===== src/rtl/axil_sync_ram_bridge.sv =====
// AXI4-Lite subordinate driving a single-cycle synchronous RAM port.
// The write path collects AW and W independently, then spends one cycle
// strobing the RAM before answering on B. The read path registers the word
// address, waits one edge for the RAM to sample it, then captures the RAM
// output into the R channel. Both paths run concurrently on separate RAM
// ports. A read whose address phase overlaps a commit to the same word
// waits one extra cycle so that it returns the freshly written data.
//
// Handshake rule on every channel: a transfer happens on the rising edge
// where valid and ready are both high. Once asserted, a valid output is held
// with stable payload until that edge. Ready outputs are pure functions of
// registered state, and no input reaches a valid output combinationally.
module axil_sync_ram_bridge #(
    parameter int ADDR_WIDTH = 13
) (
    input  logic                  clock,
    input  logic                  reset,
    // write address channel
    input  logic [31:0]           awaddr,
    input  logic                  awvalid,
    output logic                  awready,
    // write data channel
    input  logic [31:0]           wdata,
    input  logic [3:0]            wstrb,
    input  logic                  wvalid,
    output logic                  wready,
    // write response channel
    output logic [1:0]            bresp,
    output logic                  bvalid,
    input  logic                  bready,
    // read address channel
    input  logic [31:0]           araddr,
    input  logic                  arvalid,
    output logic                  arready,
    // read data channel
    output logic [31:0]           rdata,
    output logic [1:0]            rresp,
    output logic                  rvalid,
    input  logic                  rready,
    // RAM port
    output logic [ADDR_WIDTH-1:0] ram_waddr,
    output logic [3:0]            ram_wstrb,
    output logic [31:0]           ram_wdata,
    output logic [ADDR_WIDTH-1:0] ram_raddr,
    input  logic [31:0]           ram_rdata,
    // FSM state visibility
    output logic [1:0]            dbg_w_state_o,
    output logic [1:0]            dbg_r_state_o
);

    typedef enum logic [1:0] {
        W_IDLE   = 2'd0,
        W_COMMIT = 2'd1,
        W_RESP   = 2'd2
    } w_state_e;

    typedef enum logic [1:0] {
        R_IDLE = 2'd0,
        R_ADDR = 2'd1,
        R_CAPT = 2'd2,
        R_RESP = 2'd3
    } r_state_e;

    w_state_e              w_state_q, w_state_d;
    r_state_e              r_state_q, r_state_d;

    logic                  ready_en_q;
    logic                  aw_held_q, aw_held_d;
    logic [ADDR_WIDTH-1:0] aw_addr_q, aw_addr_d;
    logic                  w_held_q, w_held_d;
    logic [31:0]           w_data_q, w_data_d;
    logic [3:0]            w_strb_q, w_strb_d;

    logic [ADDR_WIDTH-1:0] ram_waddr_q, ram_waddr_d;
    logic [31:0]           ram_wdata_q, ram_wdata_d;
    logic [3:0]            commit_strb_q, commit_strb_d;

    logic [ADDR_WIDTH-1:0] ram_raddr_q, ram_raddr_d;
    logic [31:0]           rdata_q, rdata_d;

    logic                  aw_fire;
    logic                  w_fire;
    logic                  ar_fire;
    logic                  hazard;
    logic                  unused_addr_bits;

    // Word addresses only: upper bits alias, byte-offset bits are dropped.
    assign unused_addr_bits = ^{awaddr[31:ADDR_WIDTH+2], awaddr[1:0],
                                araddr[31:ADDR_WIDTH+2], araddr[1:0]};

    assign awready = ready_en_q && !aw_held_q && (w_state_q == W_IDLE);
    assign wready  = ready_en_q && !w_held_q  && (w_state_q == W_IDLE);
    assign arready = ready_en_q && (r_state_q == R_IDLE);

    assign aw_fire = awvalid && awready;
    assign w_fire  = wvalid  && wready;
    assign ar_fire = arvalid && arready;

    assign bvalid    = (w_state_q == W_RESP);
    assign bresp     = 2'b00;
    assign rvalid    = (r_state_q == R_RESP);
    assign rresp     = 2'b00;
    assign rdata     = rdata_q;
    assign ram_waddr = ram_waddr_q;
    assign ram_wdata = ram_wdata_q;
    assign ram_raddr = ram_raddr_q;
    // Strobes come straight from state, so reset kills them without a clock.
    assign ram_wstrb = (w_state_q == W_COMMIT) ? commit_strb_q : 4'h0;

    assign dbg_w_state_o = w_state_q;
    assign dbg_r_state_o = r_state_q;

    // Same-word read overlapping a commit: RAM would return the old word.
    assign hazard = (w_state_q == W_COMMIT) && (ram_waddr_q == ram_raddr_q);

    // Keeps all readies low during reset and releases them one edge later.
    always_ff @(posedge clock or negedge reset) begin
        if (!reset) ready_en_q <= 1'b0;
        else        ready_en_q <= 1'b1;
    end

    // Write path next state: gather AW and W, commit once, then respond.
    always_comb begin
        w_state_d     = w_state_q;
        aw_held_d     = aw_held_q;
        aw_addr_d     = aw_addr_q;
        w_held_d      = w_held_q;
        w_data_d      = w_data_q;
        w_strb_d      = w_strb_q;
        ram_waddr_d   = ram_waddr_q;
        ram_wdata_d   = ram_wdata_q;
        commit_strb_d = commit_strb_q;
        case (w_state_q)
            W_IDLE: begin
                if (aw_fire) begin
                    aw_held_d = 1'b1;
                    aw_addr_d = awaddr[ADDR_WIDTH+1:2];
                end
                if (w_fire) begin
                    w_held_d = 1'b1;
                    w_data_d = wdata;
                    w_strb_d = wstrb;
                end
                if (aw_held_d && w_held_d) begin
                    w_state_d     = W_COMMIT;
                    ram_waddr_d   = aw_addr_d;
                    ram_wdata_d   = w_data_d;
                    commit_strb_d = w_strb_d;
                end
            end
            W_COMMIT: w_state_d = W_RESP;
            W_RESP: begin
                if (bready) begin
                    w_state_d = W_IDLE;
                    aw_held_d = 1'b0;
                    w_held_d  = 1'b0;
                end
            end
            default: w_state_d = W_IDLE;
        endcase
    end

    // Write path registers.
    always_ff @(posedge clock or negedge reset) begin
        if (!reset) begin
            w_state_q     <= W_IDLE;
            aw_held_q     <= 1'b0;
            aw_addr_q     <= '0;
            w_held_q      <= 1'b0;
            w_data_q      <= '0;
            w_strb_q      <= '0;
            ram_waddr_q   <= '0;
            ram_wdata_q   <= '0;
            commit_strb_q <= '0;
        end else begin
            w_state_q     <= w_state_d;
            aw_held_q     <= aw_held_d;
            aw_addr_q     <= aw_addr_d;
            w_held_q      <= w_held_d;
            w_data_q      <= w_data_d;
            w_strb_q      <= w_strb_d;
            ram_waddr_q   <= ram_waddr_d;
            ram_wdata_q   <= ram_wdata_d;
            commit_strb_q <= commit_strb_d;
        end
    end

    // Read path next state: address, RAM sample, capture, respond.
    always_comb begin
        r_state_d   = r_state_q;
        ram_raddr_d = ram_raddr_q;
        rdata_d     = rdata_q;
        case (r_state_q)
            R_IDLE: begin
                if (ar_fire) begin
                    ram_raddr_d = araddr[ADDR_WIDTH+1:2];
                    r_state_d   = R_ADDR;
                end
            end
            R_ADDR: begin
                if (!hazard) r_state_d = R_CAPT;
            end
            R_CAPT: begin
                rdata_d   = ram_rdata;
                r_state_d = R_RESP;
            end
            R_RESP: begin
                if (rready) r_state_d = R_IDLE;
            end
            default: r_state_d = R_IDLE;
        endcase
    end

    // Read path registers.
    always_ff @(posedge clock or negedge reset) begin
        if (!reset) begin
            r_state_q   <= R_IDLE;
            ram_raddr_q <= '0;
            rdata_q     <= '0;
        end else begin
            r_state_q   <= r_state_d;
            ram_raddr_q <= ram_raddr_d;
            rdata_q     <= rdata_d;
        end
    end

endmodule


===== config.mk =====
export PLATFORM = sky130hd
export DESIGN_NAME = axil_sync_ram_bridge
export DESIGN_NICKNAME = d
export VERILOG_FILES = /design/src/rtl/axil_sync_ram_bridge.sv
export SDC_FILE = /design/constraint.sdc
export NUM_CORES = 1
export LEC_CHECK = 0
export BUFFER_PORTS_ARGS = -buffer_cell sky130_fd_sc_hd__buf_2
export CAP_MARGIN = 25
export CORE_AREA = 2 2 121 123
export CTS_CLUSTER_DIAMETER = 200
export DETAILED_ROUTE_END_ITERATION = 8
export DIE_AREA = 0 0 123 125
export PLACE_DENSITY = 0.75
export SLEW_MARGIN = 20
export SYNTH_ARGS = -nofsm -noshare
export SYNTH_HDL_FRONTEND = slang
export SYNTH_SLANG_ARGS = --single-unit

===== constraint.sdc =====
create_clock -name clock -period 1.8 [get_ports clock]
set_input_delay 0.09 -clock clock [delete_from_list [all_inputs] [get_ports clock]]
set_output_delay 0.09 -clock clock [all_outputs]
set_load 0.005 [all_outputs]

==> out/results.ini <==
[outcome]
status=complete, but fails checks
violations=setup timing

[floorplanning]
die_w_um=123
core_area_um2=14200
initial_core_util_pct=42.6
die_area_um2=15400
die_h_um=125
num_rows=44
io-pin-count=246

[global_route]
grt_pass1_vias=4690
antenna_found_initial=1
grt_pass1_wl_mm=23.2
grt_usage_pct=19.6
gr-total-overflow=0
grt_max_degree=71

[synth]
synth_seq_cells=150
syn_inst=372
synth-async-reset-ratio_pct=100
ys_seq_area_share_pct=62.1
netlist_area_um2=6050
syn_avg_cell_area_um2=16.3
ys_types=32
ys_warn_count=0
synth_edf_count=0
synthFlopType=dfrtp_1

[clocking]
cts_htree_levels=4
cts_tree=done
cts_sinks=150
clkTransAtPathRegs_ps=60
root_buffer=clkbuf_16
insertion_delay_ps=420
clockBufferDepth=2
cts_made_buffers=17

[run]
cap_viol_max_count=0

[worst_hold_path]
min_from=wvalid
hold_class=primary input to flop

[placed_design]
pre_cts_ws_ps=-25.1
io_buffer_count=203
place_hpwl_mm=9.45
placed_area_um2=7440
gp_congestion=0.765

[layout]
syn2layout_area_growth_pct=52.3
fillers=1028
multiInputGateArea_um2=2300
fin_area_um2=9210
drive_above_1_share_pct=57.7
register_area_um2=3750
final_nets=843

[routing]
routedWlPerCell_um=16.3
route.detailed.drc=0
ant_nets=0
viasPerCell=4.75
num_vias=4258
drt_pre_antenna_iters=4
dr.first_iter.drc_count=113
drt-total-wl_mm=14.6

[setup_path]
crit_path_start_kind=flop
crit_path_max_fanout=30
crit-reg2reg-launch=w_held_q
criticalPathCategory=flop to flop
crit_path_start=w_held_q
cp.arrival_ps=2110
cp.required_ps=2100
cp-end-kind=flop

[timing]
rsz0062_at_grt=yes
setup_ws_ps=-9.35
fin_crit_sh_pct=101
finalSetupViolations=1
maxSlewViolCount=0
setup-tns-final_ps=-9.35
clock.fmax_ghz=0.553
skew_ps=6.62
period_needed_ps=1810
hold_violations=0

[power_and_ir_drop]
p_per_area_nw_per_um2=1760
leakage_nw=4.46
peakVddDrop_v=0.000941
power_mw=16.3

[flip-flops by register name, summed over array words and instances, names as in the netlist]
register,flops
aw_addr_q,13
aw_held_q,1
commit_strb_q,4
dbg_r_state_o,2
dbg_w_state_o,2
ram_raddr,13
ram_waddr,13
ram_wdata,32
rdata,32
ready_en_q,1
w_data_q,32
w_held_q,1
w_strb_q,4
[per-stage QoR]
step | hold WS (ps) | std cells | util [%]
global placement | 12.9 | 762 | 52.4
CTS | 4.72 | 891 | 63.7
global route | 27.4 | 896 | 64.8
floorplan | -206 | 375 | -
detailed placement | 24.1 | 762 | 52.4
finish | 15.4 | 897 | 64.8
[worst max-delay path, stage by stage (launching register included)]
cell     delay [ps]
dfrtp_1         410
nor4b_4         370
nand2_4          90
buf_12          190
mux2_4          320
mux2_2          280
[repair_timing]
item,4_1_cts,5_1_grt
hold endpoints to repair,177,0
cloned,0,1
pin swaps,1,2
gates resized for setup,0,27
setup endpoints to repair,37,54
buffers inserted,1,4
hold buffers,96,0
[layout by cell type (no fill, tap or decap), types with 6 or more instances in the layout]
cell type and instances:
buf_12 7, mux2_4 49, buf_4 13, dfrtp_1 149, clkbuf_16 18, clkbuf_8 6
buf_2 202, mux2_2 94, dlygate4sd3_1 96, xnor2_1 10
[final cells by class]
| type | count | area share [%] |
|---|---|---|
| diodes | 1 | 0.0272 |
| clock inverters | 7 | 1.25 |
| inverters | 3 | 0.122 |
| clock buffers | 25 | 5.60 |
| well taps | 184 | 2.50 |
| flip-flops and latches | 150 | 40.8 |
| multi-input cells | 204 | 25.0 |
| repair buffers | 323 | 24.8 |
[final timing paths]
| path | to | slack (ps) | depth (start not counted) |
|---|---|---|---|
| min in group asynchronous | w_data_q[4] | 160 | 2 |
| setup / recovery | ram_wdata[23] | -9 | 5 |
| max in group asynchronous | w_data_q[27] | 930 | 3 |
| setup reg to reg | ram_wdata[23] | -9 | 5 |
| hold / removal | w_held_q | 20 | 3 |
| hold reg to reg | w_data_q[11] | 490 | 1 |
[synthesized netlist by cell type (2+ instances only)]
cell type / instances / area share (%)
a21oi_1: 5 / 0.41
and2_1: 5 / 0.52
buf_2: 5 / 0.41
buf_4: 4 / 0.50
buf_6: 3 / 0.56
clkbuf_1: 5 / 0.31
conb_1: 2 / 0.12
dfrtp_1: 150 / 62
ha_1: 5 / 1.0
inv_1: 3 / 0.19
mux2_2: 112 / 21
mux2_4: 30 / 7.4
nand2_1: 2 / 0.12
nand4_1: 5 / 0.52
nor2_1: 3 / 0.19
nor2b_1: 2 / 0.21
nor4_2: 2 / 0.41
o21ai_0: 2 / 0.17
o41ai_1: 2 / 0.29
xnor2_1: 13 / 1.9
[logic make-up (layout without fill, tap and decap cells)]
| logic type | after synthesis | in the layout | synth area share (%) |
|---|---|---|---|
| adders and majority gates | 5 | 5 | 1.03 |
| buffers and inverters | 21 | 358 | 2.03 |
| xor gates and xnor gates | 13 | 13 | 1.88 |
| DFF | 150 | 150 | 62.1 |
| other | 2 | 6 | 0.124 |
| and+or+nand+nor | 25 | 25 | 3.02 |
| AOI/OAI and AO/OA | 13 | 13 | 1.37 |
| muxes | 143 | 143 | 28.5 |
[metal layers]
| layer | routed length (µm) | global-route usage, % |
|---|---|---|
| met5 | 0 | 0 |
| met4 | 291 | 7.69 |
| met3 | 825 | 5.89 |
| met2 | 7390 | 33.3 |
| met1 | 6130 | 23.3 |
[power by group]
group          switching (mW)  internal (mW)  total [mW]
combinational            2.49           3.95        6.45
sequential              0.965           5.13        6.09
clock                    1.31           2.40        3.71
total                    4.77           11.5        16.3
Note: power is estimated with default switching activity, not from simulation.
